### src/rtl/tom_kbd_ctrl.sv
// PS/2 keyboard front end: synchronizes and filters the PS/2 lines, deframes
// set-2 scancodes and turns A/D/arrow make/break codes into held left/right levels.
module tom_kbd_ctrl #(
  parameter int FILTER_LEN     = 8,
  parameter int TIMEOUT_CYCLES = 100_000
) (
  input  logic       clk,
  input  logic       rst,
  input  logic       ps2_clk,
  input  logic       ps2_data,
  output logic       left,
  output logic       right,
  output logic [7:0] code,
  output logic       code_valid,
  output logic       frame_err
);

  localparam int FW = $clog2(FILTER_LEN + 1);
  localparam int TW = $clog2(TIMEOUT_CYCLES + 1);

  typedef enum logic {IDLE, SHIFT} rx_state_t;
  typedef enum logic [1:0] {D_IDLE, D_BRK, D_EXT, D_EXT_BRK} dec_state_t;

  logic [1:0]    clk_sync, dat_sync;
  logic          filt, filt_q;
  logic [FW-1:0] flt_cnt;
  logic          sample;

  // Sync stages reset high so a reset never fabricates a falling edge.
  always_ff @(posedge clk) begin
    if (rst) begin
      clk_sync <= 2'b11;
      dat_sync <= 2'b11;
      filt     <= 1'b1;
      filt_q   <= 1'b1;
      flt_cnt  <= '0;
    end else begin
      clk_sync <= {clk_sync[0], ps2_clk};
      dat_sync <= {dat_sync[0], ps2_data};
      filt_q   <= filt;
      if (clk_sync[1] == filt) begin
        flt_cnt <= '0;
      end else if (flt_cnt == FW'(FILTER_LEN - 1)) begin
        filt    <= clk_sync[1];
        flt_cnt <= '0;
      end else begin
        flt_cnt <= flt_cnt + 1'b1;
      end
    end
  end

  assign sample = filt_q & ~filt;

  rx_state_t     rx_state;
  logic [9:0]    frame;
  logic [3:0]    bit_cnt;
  logic [TW-1:0] wdog;
  logic          frame_ok;

  // Checked while the stop bit is being sampled, so it is taken straight from the pin.
  assign frame_ok = ~frame[0] & (^frame[9:1]) & dat_sync[1];

  always_ff @(posedge clk) begin
    if (rst) begin
      rx_state   <= IDLE;
      frame      <= '0;
      bit_cnt    <= '0;
      wdog       <= '0;
      code       <= 8'h00;
      code_valid <= 1'b0;
      frame_err  <= 1'b0;
    end else begin
      code_valid <= 1'b0;
      frame_err  <= 1'b0;
      case (rx_state)
        IDLE: begin
          wdog <= '0;
          if (sample) begin
            frame[0] <= dat_sync[1];
            bit_cnt  <= 4'd1;
            rx_state <= SHIFT;
          end
        end
        SHIFT: begin
          if (sample) begin
            wdog <= '0;
            if (bit_cnt == 4'd10) begin
              rx_state <= IDLE;
              if (frame_ok) begin
                code       <= frame[8:1];
                code_valid <= 1'b1;
              end else begin
                frame_err  <= 1'b1;
              end
            end else begin
              frame[bit_cnt] <= dat_sync[1];
              bit_cnt        <= bit_cnt + 4'd1;
            end
          end else if (wdog == TW'(TIMEOUT_CYCLES - 1)) begin
            frame_err <= 1'b1;
            rx_state  <= IDLE;
            wdog      <= '0;
          end else begin
            wdog <= wdog + 1'b1;
          end
        end
        default: rx_state <= IDLE;
      endcase
    end
  end

  dec_state_t dstate, dstate_n;
  logic held_a, held_d, held_la, held_ra;
  logic held_a_n, held_d_n, held_la_n, held_ra_n;

  // Next-state decode lets left/right update the cycle after code_valid.
  always_comb begin
    dstate_n  = dstate;
    held_a_n  = held_a;
    held_d_n  = held_d;
    held_la_n = held_la;
    held_ra_n = held_ra;
    if (frame_err) begin
      dstate_n = D_IDLE;
    end else if (code_valid) begin
      case (dstate)
        D_IDLE: begin
          case (code)
            8'hF0: dstate_n = D_BRK;
            8'hE0: dstate_n = D_EXT;
            8'h1C: held_a_n = 1'b1;
            8'h23: held_d_n = 1'b1;
            8'h00, 8'hFF: begin
              held_a_n  = 1'b0;
              held_d_n  = 1'b0;
              held_la_n = 1'b0;
              held_ra_n = 1'b0;
            end
            default: ;
          endcase
        end
        D_BRK: begin
          if (code != 8'hF0) dstate_n = D_IDLE;
          if (code == 8'h1C) held_a_n = 1'b0;
          if (code == 8'h23) held_d_n = 1'b0;
        end
        D_EXT: begin
          case (code)
            8'hF0: dstate_n = D_EXT_BRK;
            8'hE0: dstate_n = D_EXT;
            default: dstate_n = D_IDLE;
          endcase
          if (code == 8'h6B) held_la_n = 1'b1;
          if (code == 8'h74) held_ra_n = 1'b1;
        end
        D_EXT_BRK: begin
          dstate_n = D_IDLE;
          if (code == 8'h6B) held_la_n = 1'b0;
          if (code == 8'h74) held_ra_n = 1'b0;
        end
        default: dstate_n = D_IDLE;
      endcase
    end
  end

  always_ff @(posedge clk) begin
    if (rst) begin
      dstate  <= D_IDLE;
      held_a  <= 1'b0;
      held_d  <= 1'b0;
      held_la <= 1'b0;
      held_ra <= 1'b0;
      left    <= 1'b0;
      right   <= 1'b0;
    end else begin
      dstate  <= dstate_n;
      held_a  <= held_a_n;
      held_d  <= held_d_n;
      held_la <= held_la_n;
      held_ra <= held_ra_n;
      left    <= held_a_n | held_la_n;
      right   <= held_d_n | held_ra_n;
    end
  end

endmodule

### config.mk
export PLATFORM = sky130hd
export DESIGN_NAME = tom_kbd_ctrl
export DESIGN_NICKNAME = d
export VERILOG_FILES = /design/src/rtl/tom_kbd_ctrl.sv
export SDC_FILE = /design/constraint.sdc
export NUM_CORES = 1
export LEC_CHECK = 0
export BUFFER_PORTS_ARGS = -buffer_cell sky130_fd_sc_hd__buf_2
export CAP_MARGIN = 0
export CORE_ASPECT_RATIO = 0.9
export CORE_MARGIN = 2
export CORE_UTILIZATION = 55
export DETAILED_ROUTE_END_ITERATION = 10
export GPL_TIMING_DRIVEN = 0
export PLACE_DENSITY = 0.73
export SLEW_MARGIN = 20
export SYNTH_ARGS = -nofsm -noshare
export SYNTH_HDL_FRONTEND = slang
export SYNTH_SLANG_ARGS = --single-unit
export TNS_END_PERCENT = 20
### constraint.sdc
create_clock -name clk -period 2 [get_ports clk]
set_input_delay 0.1 -clock clk [delete_from_list [all_inputs] [get_ports clk]]
set_output_delay 0.1 -clock clk [all_outputs]
set_load 0.02 [all_outputs]
==> summary.md, run 1 <==
| Metric | Value |
|---|---|
| Sinks on Clock Net | 60 |
| Final worst clock skew | roughly 3.6 ps |
| Diodes inserted | 0 |
| Number of filler instances in the final layout | 409 |
| Number of enable flip-flop cells after synthesis | 0 |
| Per-cell routed wire length | about 13 µm |
| Post-synth cell types | 44 |
| Total count of max-transition violations in the final report | 0 |
| Cell leakage power | 1.252 nW |
| Post-route cell area | between 3000 and 4000 µm² |
| Hold Path Class | in -> reg |
| Endpoint type of the worst setup path | flip-flop |
| Pre-antenna DRT Iters | 4 |
| Synth top area cells | sky130_fd_sc_hd__dfxtp_1, sky130_fd_sc_hd__mux2i_1, sky130_fd_sc_hd__nor2_1 |
| Kind of start point of the critical path | flip-flop |
| Kind of cell adding the most delay to the critical path | multiplexers |
| Count of warnings emitted by yosys | 0 |
| DIE HEIGHT | 70.60 µm |
| Global route overflow | 0 |
| Most common cell in the synthesized netlist | sky130_fd_sc_hd__dfxtp_1 |
| WP data arrival | approximately 2100 ps |
| Post-synth top area cell | sky130_fd_sc_hd__dfxtp_1 |
| Root Driver | sky130_fd_sc_hd__clkbuf_8 |
| Global-route wire length before repair | between 8000 and 9000 µm |
| Max clock buf depth | 2 |
| Final total power | roughly 2.3 mW |
| Clock transition at the registers of the reported paths | approximately 60 ps |
| Depth of the CTS H-tree | 3 |
| GRT Util Overall | about 20% |
| Maximum clock frequency | 0.5254 GHz |
| Slowest stage delay, CP | between 500 and 600 ps |
| Max Cap Violations | 0 |
| Overall die width | around 78 µm |
| WP data required | about 2200 ps |
| Total cell area at the placement stage | between 2000 and 3000 µm² |
| Detail-routed via count per cell | approximately 5.3 |
| Cells traversed along the worst timing path | xnor2_1 -> xnor3_2 -> mux2i_4 -> mux2i_1 -> nor2_1 |
| Number of setup buffers added after CTS | 0 |
| Crit-path slowest cell | sky130_fd_sc_hd__xnor3_2 |
| ANT nets after route | 0 |
| Effective utilization at floorplan | between 50% and 60% |
| Drt drc | 0 |
| Largest net degree at the start of global routing | 11 |
| Portion of synthesized cell area occupied by the leading cell type | between 40 and 50% |
| Final weighted congestion in routability-driven placement | between 0.7 and 0.8 |
| Worst path bufs/invs | 0 |
| Total CTS buffers | 9 |
| Placeable core area | just under 5000 µm² |
| Flops & latches, synth | 60 |
| Cell count after synthesis | 293 |
| Synthesis-to-layout area growth | 15.74% |
| Number of primary I/O pins | 16 |
| Dominant register cell in the synthesized netlist | sky130_fd_sc_hd__dfxtp_1 |
| Sequential cell area fraction in the yosys report | approximately 44% |
| Pin slew with the least headroom to its limit | 635.4 ps |
| Kind of critical path | reg -> reg |
| Insertion delay to the later sink of the worst-skew pair | roughly 330 ps |
| Post-synthesis net count | 303 |
| Top cells by instance count after synthesis | sky130_fd_sc_hd__dfxtp_1, sky130_fd_sc_hd__nor2_1, sky130_fd_sc_hd__nand2_1, sky130_fd_sc_hd__mux2i_1, sky130_fd_sc_hd__nand3_1 |
| FFs w/ async S/R, synth | 0% |
| Synthesized area per cell | 9.249 µm² |
| Post-route fraction of the period consumed by the critical path | between 90% and 100% |
| Synthesized area | ~2700 µm² |
| Drt initial violations | between 80 and 90 |
| Number of global-route vias before repair | 1980 |
| Final-report hold violation count | 0 |
| Post-layout net count | 331 |
| Worst-case headroom to the max-slew limit | 57.19% |
| Half-perimeter wire length after detailed placement | approximately 3600 µm |
| Setup violators final | 0 |
| Antenna violations before repair | 0 |
| Top fanout value on the critical path | 9 |
| Fraction of layout cells with a size suffix above 1 | 16.31% |
| Count of buffers from port buffering | 15 |
| Standard-cell rows | 24 |
| Final wirelength | 5034 µm |
| Vias | between 2000 and 2500 |
| Highest ir drop seen on vdd | 563.2 µV |
| Result of the run | completed |
| Final critical-path required period | 1903 ps |
| Clock tree from TritonCTS | yes |
| Die area | between 5000 and 6000 µm² |
| Cell area power density | between 700 and 800 nW/µm² |
stage by stage:
step	util [%]	setup slack, ps	hold WS [ps]	cells	setup TNS, ps
finish	65.29	96.53	107.4	390	0
detailed placement	59.66	0.9901	284.6	373	0
global route	65.29	-11.58	132.5	390	-33.75
global placement	59.66	99.58	283.1	373	0
CTS	64.51	17.50	100.5	390	0
floorplan	-	269.4	203.8	293	0
worst min-delay path, cell delays in order:
cell and delay [ps]:
sky130_fd_sc_hd__buf_2 120, sky130_fd_sc_hd__nor2_1 70, sky130_fd_sc_hd__nand2b_1 70, sky130_fd_sc_hd__a21oi_1 40
sequential cells by signal, summed over array words and instances, names as in the netlist:
signal	count
wdog	17
frame	10
code	8
bit_cnt	4
flt_cnt	4
clk_sync	2
dat_sync	2
dstate	2
code_valid	1
filt	1
filt_q	1
frame_err	1
held_a	1
held_d	1
held_la	1
held_ra	1
left	1
right	1
rx_state	1
final timing paths:
kind	startpoint	end	slack [ps]	cells past startpoint
hold / removal	rst	frame_err$_SDFF_PP0_	110	4
hold reg to reg	clk_sync[0]$_SDFF_PP1_	clk_sync[1]$_SDFF_PP1_	400	1
setup / recovery	frame[2]$_SDFFE_PP0P_	code[2]$_SDFFE_PP0P_	100	5
setup reg to reg	frame[2]$_SDFFE_PP0P_	code[2]$_SDFFE_PP0P_	100	5
layout make-up:
class,count,area [µm²],share of cell area [%]
plain buffers,8,62.56,1.994
clock buffers,15,206.4,6.582
inverters,8,30.03,0.9573
multi-input cells,217,1458,46.47
flip-flops and latches,60,1204,38.37
well taps,65,81.33,2.593
repair buffers,17,95.09,3.032
where the power goes:
| group | switching, mW | internal [mW] |
|---|---|---|
| logic | 0.0201 | 0.0168 |
| registers | 0.00153 | 1.20 |
| clock network | 0.425 | 0.647 |
| total | 0.447 | 1.86 |
per-layer routing:
metal	GRT usage, %	wire length, µm	up-vias	part of all wire (%)
met3	7.908	168	7	3.3
met4	7.018	73	0	1.5
met1	24.75	2440	977	48
li1	-	-	1081	-
met2	32.66	2352	17	47
met5	0	0	-	0
kinds of logic (layout without fill, tap and decap cells):
kind of cell | Yosys count | after routing | synth area share, %
multiplexers | 20 | 20 | 7.895
XOR/XNOR | 24 | 24 | 8.956
adder cells (fa/ha/maj) | 6 | 6 | 2.770
AO/OA/AOI/OAI | 34 | 34 | 7.895
buffers and inverters | 16 | 48 | 3.324
AND/OR/NAND/NOR | 133 | 133 | 24.84
flip-flops | 60 | 60 | 44.32
cells in the final DEF, fill, tap and decap left out, types with 3 or more instances in the layout:
cell type / n
sky130_fd_sc_hd__dfxtp_1: 58
sky130_fd_sc_hd__nor2_1: 48
sky130_fd_sc_hd__nand2_1: 20
sky130_fd_sc_hd__clkbuf_8: 18
sky130_fd_sc_hd__mux2i_1: 18
sky130_fd_sc_hd__buf_2: 15
sky130_fd_sc_hd__nand3_1: 13
sky130_fd_sc_hd__xor2_1: 12
sky130_fd_sc_hd__a21oi_1: 11
sky130_fd_sc_hd__xnor2_1: 10
sky130_fd_sc_hd__o21ai_0: 9
sky130_fd_sc_hd__inv_1: 8
sky130_fd_sc_hd__ha_1: 6
sky130_fd_sc_hd__nor4_1: 5
sky130_fd_sc_hd__nor2b_1: 5
sky130_fd_sc_hd__or2_2: 5
sky130_fd_sc_hd__nor3_1: 4
sky130_fd_sc_hd__and3_1: 4
sky130_fd_sc_hd__nand4_1: 4
sky130_fd_sc_hd__and4_1: 3
sky130_fd_sc_hd__clkbuf_1: 3
sky130_fd_sc_hd__nand3b_1: 3
sky130_fd_sc_hd__nor4_2: 3
sky130_fd_sc_hd__or3_1: 3
sky130_fd_sc_hd__nand2b_1: 3
repair_timing:
action                                  in CTS  in global routing
hold buffers                                 2                  0
resized for setup                            1                 11
pin swaps                                    0                  1
endpoints found under the hold margin        2                  0
endpoints found under the setup margin       1                 29
Note: power is estimated with default switching activity, not from simulation.
==> run 2: changes to the inputs <==
--- a/config.mk
+++ b/config.mk
@@ -5,7 +5,7 @@
 export SDC_FILE = /design/constraint.sdc
 export NUM_CORES = 1
 export LEC_CHECK = 0
-export BUFFER_PORTS_ARGS = -buffer_cell sky130_fd_sc_hd__buf_2
+export BUFFER_PORTS_ARGS = -buffer_cell sky130_fd_sc_hd__buf_4
 export CAP_MARGIN = 0
 export CORE_ASPECT_RATIO = 0.9
 export CORE_MARGIN = 2
==> run 2 against run 1 <==
Net effect:
- routed wire length fell by 1.3%
- clock-buffer cell count rose by 1
- non-clock buffer count stayed put
- first-iteration DRC count shrank 12%
- sequential power hardly changed
- clock skew rose by 1.5 ps
- clock power hardly changed
- fmax up 1.2%
- final area up 0.48%
- cell count is 0.26% higher
- global-route usage fell by 0.23 points
- die area did not move
- largest power group unchanged
==> summary.md, run 2 (synthesis gave the netlist of run 1 again) <==
| Metric | Value |
|---|---|
| ANT nets after route | 0 |
| Global-route wire length before repair | between 8000 and 9000 µm |
| Drt initial violations | between 70 and 80 |
| Number of setup buffers added after CTS | 0 |
| Number of global-route vias before repair | between 1500 and 2000 |
| Cell-internal power | about 1.8 mW |
| Pin slew with the least headroom to its limit | around 660 ps |
| Multi-input gate area | 1444 µm² |
| Unrepaired setup endpoints after global routing | no |
| GRT Util Overall | around a fifth |
| Fraction of layout cells with a size suffix above 1 | between 10 and 15% |
| Switching Fraction | 19.59% |
| Sinks on Clock Net | 60 |
| Reg2Reg Setup Slack | roughly 120 ps |
| Final worst clock skew | roughly 5.1 ps |
| Worst-case headroom to the max-slew limit | a little under three fifths |
| Register Area | approximately 1200 µm² |
| Setup violators final | 0 |
| Number of primary I/O pins | 16 |
| Final worst-path setup slack | 119.6 ps |
| Total CTS buffers | 9 |
| Insertion delay to the later sink of the worst-skew pair | around 330 ps |
| DIE HEIGHT | between 70 and 80 µm |
| Top fanout value on the critical path | 9 |
| Post-layout net count | around 330 |
| Total count of max-transition violations in the final report | 0 |
| Kind of critical path | reg -> reg |
| Kind of start point of the critical path | flip-flop |
| Max clock buf depth | 2 |
| Final-report hold violation count | 0 |
| Placeable core area | 4805 µm² |
| Clock transition at the registers of the reported paths | 60 ps |
| Critical hold path startpoint | rst |
| Cell leakage power | between 1 and 1.5 nW |
| Overall die width | approximately 78 µm |
| Post-route fraction of the period consumed by the critical path | 94.02% |
| Final weighted congestion in routability-driven placement | approximately 0.8 |
| Worst setup timing slack at the placement stage | approximately 39 ps |
| Final critical-path required period | 1880 ps |
| Most common cell after layout, fill and taps aside | sky130_fd_sc_hd__dfxtp_1 |
| Standard-cell rows | 24 |
| Cell area power density | between 700 and 800 nW/µm² |
| Largest net degree at the start of global routing | 11 |
| Pre-antenna DRT Iters | 4 |
| Maximum clock frequency | roughly 0.53 GHz |
| Global route overflow | 0 |
| Proportion of power drawn by flip-flops and latches | 52.5% |
| Number of filler instances in the final layout | about 400 |
| Final wirelength | between 4000 and 5000 µm |
| Launching instance or port of the critical path | frame[6]$_SDFFE_PP0P_ |
| Endpoint type of the worst setup path | flip-flop |
| Depth of the CTS H-tree | 3 |
| Number of cells traversed by the worst register-to-register path | 5 |
| WHS Endpoint | frame_err$_SDFF_PP0_ |
| Die area | between 5000 and 6000 µm² |
| Root Driver | sky130_fd_sc_hd__clkbuf_8 |
| Min-Delay Path Depth | 4 |
| WP data required | 2230 ps |
| Drt drc | 0 |
| Most flops, register | wdog |
| Diodes inserted | 0 |
| Setup_tns | 0 ps |
| Clock tree from TritonCTS | yes |
| Clock power frac | a little under half |
| Flip-flop count of the largest register after layout | 17 |
| Count of buffers from port buffering | 15 |
| WP data arrival | around 2100 ps |
| Launch point of the worst reg-to-reg path | frame[6]$_SDFFE_PP0P_ |
| Highest-count cells in the layout ignoring fill and taps | sky130_fd_sc_hd__dfxtp_1, sky130_fd_sc_hd__nor2_1, sky130_fd_sc_hd__nand2_1 |
| Synthesis-to-layout area growth | 16.30% |
| Antenna violations before repair | 0 |
| Terminus of the critical flop-to-flop path | code[3]$_SDFFE_PP0P_ |
| Share of total power in combinational logic | approximately 1.7% |
| Effective utilization at floorplan | 56.41% |
| Final total power | 2.287 mW |
| Per-cell routed wire length | 12.70 µm |
| Hold Path Class | in -> reg |
| Detail-routed via count per cell | 5.299 |
| Switch Pwr | around 450 µW |
| Vias | around 2100 |
| Registers with the most flip-flops | wdog: 17 flops, frame: 10 flops, code: 8 flops |
| Result of the run | completed |
| Max Cap Violations | 0 |
| Highest ir drop seen on vdd | 547.1 µV |
| Half-perimeter wire length after detailed placement | around 3600 µm |
## run 2: stage by stage
stage	utilization [%]	area, µm²	hold WS, ps	std cells
3_5_place_dp	60.44	2904	287.8	373
2_1_floorplan	-	2710	203.8	293
6_report	65.60	3152	80.68	391
3_3_place_gp	60.44	2904	284.9	373
4_1_cts	65.03	3124	61.53	391
5_1_grt	65.60	3152	71.30	391
## run 2: what timing repair did
| action | in CTS | in global routing |
|---|---|---|
| resized for setup | 0 | 8 |
| endpoints found under the setup margin | 0 | 28 |
| hold buffers | 2 | 0 |
| hold endpoints to repair | 2 | 0 |
## run 2: layer usage
layer / vias to the layer above / wire length [µm] / track usage, %
li1: 1074 / - / -
met1: 977 / 2499 / 25.43
met2: 19 / 2283 / 31.42
met3: 2 / 160 / 7.781
met5: - / 0 / 0
met4: 0 / 25 / 6.433
## run 2: power by group through the flow
stage / combinational, mW / clock (mW) / sequential [mW]
finish: 0.0388 / 1.05 / 1.20
global route: 0.0425 / 1.13 / 1.20
floorplan: 0.0232 / 0 / 1.23
CTS: 0.0392 / 1.07 / 1.20
detailed placement: 0.0358 / 0 / 1.23
global placement: 0.0351 / 0 / 1.23
## run 2: how the worst max path moves through the flow
stage | to | slack (ps) | cells past startpoint
final | code[3]$_SDFFE_PP0P_ | 120 | 5
after global placement | wdog[4]$_SDFF_PP0_ | 90 | 6
after floorplan | code[5]$_SDFFE_PP0P_ | 270 | 7
after CTS | wdog[7]$_SDFF_PP0_ | 20 | 6
after detailed placement | wdog[7]$_SDFF_PP0_ | 40 | 6
after global routing | wdog[9]$_SDFF_PP0_ | 6 | 6
## run 2: layout make-up
type	instances	share of cell area [%]
inverter	8	0.9528
multi-input combinational	217	45.81
tap	65	2.580
buffer	8	1.985
timing repair buffer	17	4.208
sequential	60	38.11
clock buffer	16	6.352
## run 2: critical path, cell delays in order, from the launching register on
cell and delay [ps]:
sky130_fd_sc_hd__dfxtp_1 360, sky130_fd_sc_hd__xnor3_4 520, sky130_fd_sc_hd__nor4b_2 190, sky130_fd_sc_hd__mux2i_4 390
sky130_fd_sc_hd__mux2i_1 250, sky130_fd_sc_hd__nor2_1 50
==> run 3: changes to the inputs <==
--- a/config.mk
+++ b/config.mk
@@ -7,12 +7,14 @@
 export LEC_CHECK = 0
 export BUFFER_PORTS_ARGS = -buffer_cell sky130_fd_sc_hd__buf_4
 export CAP_MARGIN = 0
+export CELL_PAD_IN_SITES_DETAIL_PLACEMENT = 1
+export CELL_PAD_IN_SITES_GLOBAL_PLACEMENT = 1
 export CORE_ASPECT_RATIO = 0.9
 export CORE_MARGIN = 2
-export CORE_UTILIZATION = 55
+export CORE_UTILIZATION = 46
 export DETAILED_ROUTE_END_ITERATION = 10
 export GPL_TIMING_DRIVEN = 0
-export PLACE_DENSITY = 0.73
+export PLACE_DENSITY_LB_ADDON = 0.1
 export SLEW_MARGIN = 20
 export SYNTH_ARGS = -nofsm -noshare
 export SYNTH_HDL_FRONTEND = slang
==> run 3 against run 2 <==
Net effect:
- final area increased by 0.16%
- total power shrank 3.3%
- routed wire length up 17%
- global-route usage fell by 0.75 points
- clock power is 7% lower
- fmax up 0.68%
- combinational power hardly changed
- worst hold slack got worse by 2.2 ps
- sequential share of layout area shrank 0.060 points
- clock-buffer cell count fell by 6
- critical path depth is 3 higher
- critical endpoint is now code[5]$_SDFFE_PP0P_
- highest routed layer unchanged
==> summary.md, run 3 (synthesis gave the netlist of run 1 again) <==
| Metric | Value |
|---|---|
| WP data arrival | 2090 ps |
| Standard-cell rows | 26 |
| Insertion delay to the later sink of the worst-skew pair | between 300 and 400 ps |
| Max clock buf depth | 2 |
| Global-route wire length before repair | 9963 µm |
| Final wirelength | 5811 µm |
| Synthesis-to-layout area growth | 16.48% |
| Unrepaired setup endpoints after global routing | yes |
| Number of primary I/O pins | 16 |
| Cell leakage power | 1.237 nW |
| Cell area power density | 700.6 nW/µm² |
| Crit-path slowest cell | sky130_fd_sc_hd__nor4b_2 |
| Most common cell after layout, fill and taps aside | sky130_fd_sc_hd__dfxtp_1 |
| Flip-flop count of the largest register after layout | 17 |
| Die area | between 6000 and 7000 µm² |
| Fraction of layout cells with a size suffix above 1 | 15.60% |
| Number of filler instances in the final layout | a little under 700 |
| Per-cell routed wire length | 14.64 µm |
| Most flops, register | wdog |
| Count of buffers from port buffering | 15 |
| Maximum clock frequency | 0.5354 GHz |
| Final-report hold violation count | 0 |
| Final total power | 2.212 mW |
| Global route overflow | 0 |
| Highest-count cells in the layout ignoring fill and taps | sky130_fd_sc_hd__dfxtp_1, sky130_fd_sc_hd__nor2_1, sky130_fd_sc_hd__nand2_1 |
| Placeable core area | about 5700 µm² |
| Number of global-route vias before repair | 2124 |
| Pin slew with the least headroom to its limit | 541.9 ps |
| Largest net degree at the start of global routing | 12 |
| Setup_tns | 0 ps |
| Final worst-path setup slack | 132.3 ps |
| Endpoint type of the worst setup path | flip-flop |
| Pre-antenna DRT Iters | 4 |
| Final weighted congestion in routability-driven placement | about 0.78 |
| Kind of cell adding the most delay to the critical path | simple AND/OR/NAND/NOR gates |
| Diodes inserted | 0 |
| Total CTS buffers | 9 |
| Placed Cells incl. Taps | approximately 380 |
| Result of the run | completed |
| Final critical-path required period | approximately 1900 ps |
| Registers with the most flip-flops | wdog: 17 flops, frame: 10 flops, code: 8 flops |
| Root Driver | sky130_fd_sc_hd__clkbuf_8 |
| Worst path bufs/invs | 2 |
| Top fanout value on the critical path | 9 |
| Hold Path Class | in -> reg |
| Kind of start point of the critical path | flip-flop |
| Detail-routed via count per cell | about 5.4 |
| WP data required | 2230 ps |
| Final core area utilization | a little under three fifths |
| DIE HEIGHT | ~77 µm |
| Drt initial violations | 84 |
| Critical hold path startpoint | rst |
| Final cell count without fillers | approximately 400 |
| Post-route fraction of the period consumed by the critical path | about 93% |
| Overall die width | about 85 µm |
| Kind of critical path | reg -> reg |
| Launch point of the worst reg-to-reg path | bit_cnt[0]$_SDFFE_PP0P_ |
| Slowest stage delay, CP | around 410 ps |
| Depth of the CTS H-tree | 3 |
| GRT Util Overall | around 19% |
| ANT nets after route | 0 |
| Drt drc | 0 |
| Setup violators final | 0 |
| Worst setup timing slack at the placement stage | ~3.5 ps |
| Max Cap Violations | 0 |
| Cells traversed along the worst timing path | inv_1 -> ha_1 -> nand3b_1 -> nor4b_2 -> mux2i_4 -> buf_12 -> mux2i_1 -> nor2_1 |
| Sinks on Clock Net | 60 |
| Antenna violations before repair | 0 |
| Highest ir drop seen on vdd | ~430 µV |
| Post-layout net count | approximately 330 |
| Clock transition at the registers of the reported paths | around 70 ps |
| Total count of max-transition violations in the final report | 0 |
| Effective utilization at floorplan | a little under half |
| Launching instance or port of the critical path | bit_cnt[0]$_SDFFE_PP0P_ |
| Final worst clock skew | 9.256 ps |
| Clock tree from TritonCTS | yes |
| Worst-case headroom to the max-slew limit | 63.57% |
| Vias | approximately 2200 |
| Half-perimeter wire length after detailed placement | between 4000 and 5000 µm |
==> run 3: worst paths after layout <==
kind / endpoint / slack, ps / depth (start not counted)
worst max-delay path: code[5]$_SDFFE_PP0P_ / 130 / 8
worst min-delay path: frame_err$_SDFF_PP0_ / 80 / 4
worst max register to register: code[5]$_SDFFE_PP0P_ / 130 / 8
worst min register to register: dat_sync[1]$_SDFF_PP1_ / 420 / 1
==> run 3: stage by stage <==
stage,hold WS [ps],instance area [µm²]
after floorplan,203.8,2710
after global placement,283.9,2910
after detailed placement,290.4,2910
after CTS,70.19,3109
after global routing,85.73,3157
final,78.50,3157
==> run 3: layout make-up <==
| class | instances | area, µm² | share of cell area [%] |
|---|---|---|---|
| flip-flops and latches | 60 | 1201 | 38.05 |
| clock buffers | 10 | 137.6 | 4.360 |
| plain buffers | 8 | 62.56 | 1.982 |
| clock inverters | 6 | 40.04 | 1.268 |
| inverters | 8 | 30.03 | 0.9512 |
| multi-input cells | 217 | 1445 | 45.78 |
| well taps | 70 | 87.58 | 2.774 |
| repair buffers | 18 | 152.6 | 4.835 |
==> run 3: what timing repair did <==
action / 4_1_cts / 5_1_grt
hold buffers: 2 / 0
resized for setup: 1 / 7
setup endpoints to repair: 1 / 25
gates cloned: 0 / 0
endpoints found under the hold margin: 2 / 0
setup buffers: 0 / 1
==> run 3: per-layer routing <==
layer | part of all wire [%] | global-route usage, %
met5 | 0 | 0
met4 | 1.5 | 7.143
met3 | 2.5 | 5.167
met2 | 48 | 30.00
met1 | 48 | 25.44
==> run 3: worst reg2reg max path: cells and delay by family (launching register included) <==
kind                       cells  cell delay, ps
DFF                            1             350
and+or+nand+nor                3             650
muxes                          2             260
buffers and inverters          2             280
adders and majority gates      1             220
==> run 3: power by group <==
group	total [mW]	switching [mW]	internal, mW
Combinational	0.0390	0.0205	0.0185
Sequential	1.20	0.00167	1.20
Clock	0.973	0.495	0.477
